### src/rtl/cdb_wb_arbiter.sv
`default_nettype none
// ==== cdb_wb_arbiter: per-FU result slots, round-robin grant, registered CDB writeback ====
// ==== Revision: 1.0 ====
module cdb_wb_arbiter #(
  parameter int NUM_FU = 4,
  parameter int DATA_W = 32,
  parameter int REG_W  = 5,
  parameter int TAG_W  = 5
) (
  input  logic                       CLK,
  input  logic                       nRST,
  input  logic [NUM_FU-1:0]          fu_valid,
  output logic [NUM_FU-1:0]          fu_ready,
  input  logic [NUM_FU*REG_W-1:0]    fu_rd,
  input  logic [NUM_FU*TAG_W-1:0]    fu_tag,
  input  logic [NUM_FU*DATA_W-1:0]   fu_data,
  input  logic [NUM_FU-1:0]          fu_spec,
  input  logic                       flush,
  input  logic                       spec_clear,
  output logic                       wb_valid,
  output logic                       wb_write,
  output logic [REG_W-1:0]           wb_sel,
  output logic [TAG_W-1:0]           wb_tag,
  output logic [DATA_W-1:0]          wb_data,
  output logic                       wb_spec
);

  localparam int PTR_W = (NUM_FU > 1) ? $clog2(NUM_FU) : 1;

  logic [NUM_FU-1:0] r_slot_valid;
  logic [NUM_FU-1:0] r_slot_spec;
  logic [REG_W-1:0]  r_slot_rd   [NUM_FU];
  logic [TAG_W-1:0]  r_slot_tag  [NUM_FU];
  logic [DATA_W-1:0] r_slot_data [NUM_FU];
  logic [PTR_W-1:0]  r_rr_ptr;

  logic [NUM_FU-1:0] w_eligible;
  logic [NUM_FU-1:0] w_grant;
  logic [PTR_W-1:0]  w_gidx;
  logic              w_any_grant;
  logic              w_spec_clr;

  // flush takes priority over a simultaneous spec_clear
  assign w_spec_clr = spec_clear & ~flush;
  assign w_eligible = r_slot_valid & ~(r_slot_spec & {NUM_FU{flush}});
  assign fu_ready   = ~r_slot_valid | w_grant;

  always_comb begin
    int idx;
    idx         = 0;
    w_grant     = '0;
    w_gidx      = '0;
    w_any_grant = 1'b0;
    for (int k = 0; k < NUM_FU; k++) begin
      idx = int'(r_rr_ptr) + k;
      if (idx >= NUM_FU) idx = idx - NUM_FU;
      if (!w_any_grant && w_eligible[idx]) begin
        w_grant[idx] = 1'b1;
        w_gidx       = PTR_W'(idx);
        w_any_grant  = 1'b1;
      end
    end
  end

  // A handshake only happens on an empty or granted slot, so loading wins over release
  always_ff @(posedge CLK or negedge nRST) begin
    if (!nRST) begin
      for (int i = 0; i < NUM_FU; i++) begin
        r_slot_valid[i] <= 1'b0;
        r_slot_spec[i]  <= 1'b0;
        r_slot_rd[i]    <= '0;
        r_slot_tag[i]   <= '0;
        r_slot_data[i]  <= '0;
      end
    end else begin
      for (int i = 0; i < NUM_FU; i++) begin
        if (fu_valid[i] && fu_ready[i]) begin
          r_slot_valid[i] <= ~(flush & fu_spec[i]);
          r_slot_spec[i]  <= fu_spec[i] & ~w_spec_clr;
          r_slot_rd[i]    <= fu_rd[i*REG_W +: REG_W];
          r_slot_tag[i]   <= fu_tag[i*TAG_W +: TAG_W];
          r_slot_data[i]  <= fu_data[i*DATA_W +: DATA_W];
        end else if (w_grant[i] || (flush && r_slot_spec[i])) begin
          r_slot_valid[i] <= 1'b0;
        end else if (w_spec_clr) begin
          r_slot_spec[i]  <= 1'b0;
        end
      end
    end
  end

  always_ff @(posedge CLK or negedge nRST) begin
    if (!nRST) begin
      r_rr_ptr <= '0;
      wb_valid <= 1'b0;
      wb_write <= 1'b0;
      wb_sel   <= '0;
      wb_tag   <= '0;
      wb_data  <= '0;
      wb_spec  <= 1'b0;
    end else if (w_any_grant) begin
      wb_valid <= 1'b1;
      wb_write <= (r_slot_rd[w_gidx] != '0);
      wb_sel   <= r_slot_rd[w_gidx];
      wb_tag   <= r_slot_tag[w_gidx];
      wb_data  <= r_slot_data[w_gidx];
      wb_spec  <= r_slot_spec[w_gidx] & ~w_spec_clr;
      r_rr_ptr <= (w_gidx == PTR_W'(NUM_FU - 1)) ? '0 : w_gidx + PTR_W'(1);
    end else begin
      wb_valid <= 1'b0;
      wb_write <= 1'b0;
      wb_spec  <= wb_spec & ~(spec_clear | flush);
    end
  end

endmodule
`default_nettype wire

### config.mk
export PLATFORM = sky130hd
export DESIGN_NAME = cdb_wb_arbiter
export DESIGN_NICKNAME = d
export VERILOG_FILES = /design/src/rtl/cdb_wb_arbiter.sv
export SDC_FILE = /design/constraint.sdc
export NUM_CORES = 1
export LEC_CHECK = 0
export CORE_MARGIN = 1
export CORE_UTILIZATION = 46
export CTS_CLUSTER_SIZE = 20
export DETAILED_ROUTE_END_ITERATION = 7
export MAX_ROUTING_LAYER = met4
export PLACE_DENSITY = 0.87
export SLEW_MARGIN = 30
export SYNTH_ARGS = -nofsm -noshare
export SYNTH_HDL_FRONTEND = slang
export SYNTH_SLANG_ARGS = --single-unit
### constraint.sdc
create_clock -name CLK -period 3.3 [get_ports CLK]
set_clock_uncertainty 0.1 [all_clocks]
set_input_delay 0.33 -clock CLK [delete_from_list [all_inputs] [get_ports CLK]]
set_output_delay 0.33 -clock CLK [all_outputs]
set_load 0.01 [all_outputs]
==> results.sh <==
export IMPL_die_width_um=150
export IMPL_numCtsBuffers=24
export IMPL_tritoncts="done"
export IMPL_fmax_ghz=0.318
export IMPL_wirelength_um=25500
export IMPL_boundaryPins=229
export IMPL_post_drt_via_cell_ratio=5.53
export IMPL_die_area_um2=22500
export IMPL_synthesis_area_per_instance_um2=15.9
export IMPL_worst_ep_arrival_time_ns=2.72
export IMPL_slew_margin_rel_pct=50.3
export IMPL_setup_violations=0
export IMPL_clock_tree_root_cell="sky130_fd_sc_hd__clkbuf_16"
export IMPL_cts_clk_slew_worst_paths_ns=0.06
export IMPL_floorplan_initialDensity_pct=47.4
export IMPL_pd_cells_nw_per_um2=1240
export IMPL_avgRoutedWirePerCell_um=21.4
export IMPL_insertion_delay_ns=0.52
export IMPL_place_gp_congestion=0.880
export IMPL_yosys_area_share_simple_pct=2.11
export IMPL_fin_nets=1089
export IMPL_detailedRoute_firstPassIterationCount=5
export IMPL_synth_area_leader_cell="sky130_fd_sc_hd__dfrtp_1"
export IMPL_first_global_vias=7297
export IMPL_cts_max_level=1
export IMPL_post_synth_instance_area_um2=10100
export IMPL_synth_edff_count=0
export IMPL_rsz0062_at_grt="false"
export IMPL_largest_net_degree_at_the_start_of_global_routing=98
export IMPL_worst_slew_pin_transition_ns=0.746
export IMPL_static_leakage_power_nw=5.84
export IMPL_worst_r2r_endpoint="wb_data[28]$_DFFE_PN0P_"
export IMPL_final_max_slew_violation_count=0
export IMPL_io_buffer_count=228
export IMPL_hold_path_startpoint="fu_rd[15]"
export IMPL_rr_worst_depth=9
export IMPL_post_place_ws_ns=0.0676
export IMPL_synth_adder_area_share_pct=0.995
export IMPL_postLayoutCoreUtil_pct=65.5
export IMPL_hold_path_end="r_slot_rd[0]$_DFFE_PN0P_"
export IMPL_drtIter0Drc=220
export IMPL_cp_max_fo=6
export IMPL_yosys_warnings=0
export IMPL_dr_total_vias=6592
export IMPL_hpwlAfterDp_um=17700
export IMPL_globalRouteOverflowTotal=0
export IMPL_xor_xnor_cell_area_share_of_the_yosys_netlist_pct=0.0871
export IMPL_clockBufferDepth=3
export IMPL_yosys_cell_count_top_type="sky130_fd_sc_hd__dfrtp_1"
export IMPL_ys_async_sr_fraction_pct=100
export IMPL_fp_coreArea_um2=21200
export IMPL_grt_usage_pct=23.9
export IMPL_element_type_at_the_critical_path_start="register"
export IMPL_share_of_the_clock_period_used_by_the_worst_path_after_layout_pct=95.4
export IMPL_layout_min_cycle_time_ns=3.15
export IMPL_vdd_drop_max_v=0.000718
export IMPL_min_delay_path_class="in -> reg"
export IMPL_run_status="completed"
export IMPL_yosys_top_cells_count="sky130_fd_sc_hd__dfrtp_1 (223), sky130_fd_sc_hd__mux2_2 (218), sky130_fd_sc_hd__mux4_2 (21)"
export IMPL_grt_first_pass_wirelength_um=39600
export IMPL_cp_end_kind="primary output"
export IMPL_r2r_slack_ns=0.21
export IMPL_instance_count_of_the_mapped_netlist=633
export IMPL_antenna_violations_before_repair=0
export IMPL_worst_r2r_startpoint="r_rr_ptr[0]$_DFFE_PN0P_"
export IMPL_totalNegativeSetupSlack_ns=0
export IMPL_post_synthesis_mux_area_share_pct=35.3
export IMPL_critical_path_class="reg -> out"
export IMPL_antenna_left=0
export IMPL_synth_compound_gate_area_share_pct=3.86
export IMPL_final_critical_path_setup_slack_ns=0.152
export IMPL_std_cell_rows=53
export IMPL_synth_top_cell_area_share_pct=55.5
export IMPL_clock_sinks=223
export IMPL_die_height_um=150
export IMPL_timing_hold_worst_path_depth=2
export IMPL_synth_ff_latch_count=223
export IMPL_finalHoldViolations=0
export IMPL_largest_family_of_logic_cells_by_synthesized_area="multiplexers"
export IMPL_synth_lib_cells_used_distinct=43
export IMPL_drive_above_1_share_pct=37.1
export IMPL_seq_area_frac_synth_pct=55.5
export IMPL_synthFlopType="sky130_fd_sc_hd__dfrtp_1"
export IMPL_post_synth_main_area_contributors="sky130_fd_sc_hd__dfrtp_1 (55%), sky130_fd_sc_hd__mux2_2 (24%), sky130_fd_sc_hd__mux4_1 (5.2%)"
export IMPL_drc_errors=0
export IMPL_mappedNetlistNets=821
export IMPL_timing_critical_path_required_ns=2.87
export IMPL_drv_cap=0
export IMPL_diodes=0
export IMPL_area_delta_synth_final_pct=38.1
## report_power, final
group / internal, W / switching, W / total (W)
sequential: 0.00426 / 0.000791 / 0.00505
clock: 0.00161 / 0.00109 / 0.00271
combinational: 0.00568 / 0.00380 / 0.00948
## per-stage QoR
| stage | instance area, um^2 | cells | total power [W] | hold WS, ns |
|---|---|---|---|---|
| global placement | 13000 | 1146 | 0.0142 | 0.312 |
| CTS | 13900 | 1190 | 0.0174 | 0.289 |
| floorplan | 10100 | 633 | 0.0112 | -0.0656 |
| global route | 13900 | 1192 | 0.0182 | 0.305 |
| detailed placement | 13000 | 1146 | 0.0146 | 0.311 |
| finish | 13900 | 1192 | 0.0172 | 0.315 |
## worst max path at each step
| stage | startpoint | endpoint | slack [ns] |
|---|---|---|---|
| after floorplan | r_rr_ptr[0]$_DFFE_PN0P_ | wb_data[16]$_DFFE_PN0P_ | 0.02 |
| after global placement | flush | wb_tag[0]$_DFFE_PN0P_ | 0.12 |
| after detailed placement | flush | wb_data[28]$_DFFE_PN0P_ | 0.07 |
| after CTS | r_rr_ptr[0]$_DFFE_PN0P_ | fu_ready[0] | 0.02 |
| after global routing | r_rr_ptr[0]$_DFFE_PN0P_ | fu_ready[0] | 0.01 |
| final | r_rr_ptr[0]$_DFFE_PN0P_ | fu_ready[3] | 0.15 |
## worst max-delay path, cell delays in order, from the launching register on
cell	delay (ns)
sky130_fd_sc_hd__dfrtp_2	0.43
sky130_fd_sc_hd__buf_4	0.16
sky130_fd_sc_hd__mux2i_2	0.28
sky130_fd_sc_hd__o21ai_1	0.14
sky130_fd_sc_hd__buf_4	0.16
sky130_fd_sc_hd__and3_1	0.23
sky130_fd_sc_hd__o211ai_1	0.29
sky130_fd_sc_hd__nand4_1	0.17
sky130_fd_sc_hd__dlygate4sd2_1	0.32
## timing repair
item	in CTS	in global routing
resized for setup	8	3
setup endpoints to repair	4	3
setup buffers	1	2
pin swaps	1	3
hold endpoints to repair	95	0
hold buffers	1	0
gates cloned	0	0
## routing by layer
layer	routed length (um)	share of wire (%)	global-route usage, %	vias to the layer above
li1	-	-	-	2932
met1	10300	40	28.6	3389
met2	12700	50	40.2	224
met3	1820	7.1	5.76	47
met4	673	2.6	6.82	0
met5	0	0	-	-
## layout by cell type, fill, tap and decap left out, types with 4 or more instances in the layout
cell and instances:
sky130_fd_sc_hd__nor2_1 8, sky130_fd_sc_hd__clkbuf_16 24, sky130_fd_sc_hd__mux4_1 20, sky130_fd_sc_hd__and3_1 4, sky130_fd_sc_hd__dfrtp_1 222, sky130_fd_sc_hd__mux2i_1 9, sky130_fd_sc_hd__o211ai_1 10, sky130_fd_sc_hd__dlygate4sd2_1 4
sky130_fd_sc_hd__nand3_1 4, sky130_fd_sc_hd__inv_1 7, sky130_fd_sc_hd__clkdlybuf4s50_1 223, sky130_fd_sc_hd__ha_1 7, sky130_fd_sc_hd__clkbuf_8 5, sky130_fd_sc_hd__nand4_1 4, sky130_fd_sc_hd__clkbuf_1 4, sky130_fd_sc_hd__o21ai_0 7
sky130_fd_sc_hd__a22oi_1 8, sky130_fd_sc_hd__buf_12 14, sky130_fd_sc_hd__mux2_2 218, sky130_fd_sc_hd__mux4_2 21, sky130_fd_sc_hd__buf_4 33, sky130_fd_sc_hd__nand2_1 7
## flip-flops by register name (all words and copies together) (netlist names)
name,count
wb_spec,1
wb_sel,5
r_rr_ptr,2
r_slot_rd,20
wb_valid,1
r_slot_tag,20
wb_data,32
r_slot_data,128
r_slot_valid,4
wb_tag,5
r_slot_spec,4
wb_write,1
## kinds of logic (layout without fill, tap and decap cells)
family / Yosys count / after routing
flip-flops: 223 / 223
multiplexers: 269 / 269
XOR/XNOR: 1 / 1
adder cells (fa/ha/maj): 8 / 8
buffers and inverters: 42 / 326
AND/OR/NAND/NOR: 41 / 41
AO/OA/AOI/OAI: 49 / 49
## final cells by class
class | instances | area [um^2]
Clock buffer | 33 | 684
Multi-Input combinational cell | 368 | 4320
Sequential cell | 223 | 5580
Clock inverter | 9 | 116
Timing Repair Buffer | 276 | 2820
Tap cell | 275 | 344
Fill cell | 1528 | 7330
Inverter | 8 | 30.0
Note: power is estimated with default switching activity, not from simulation.
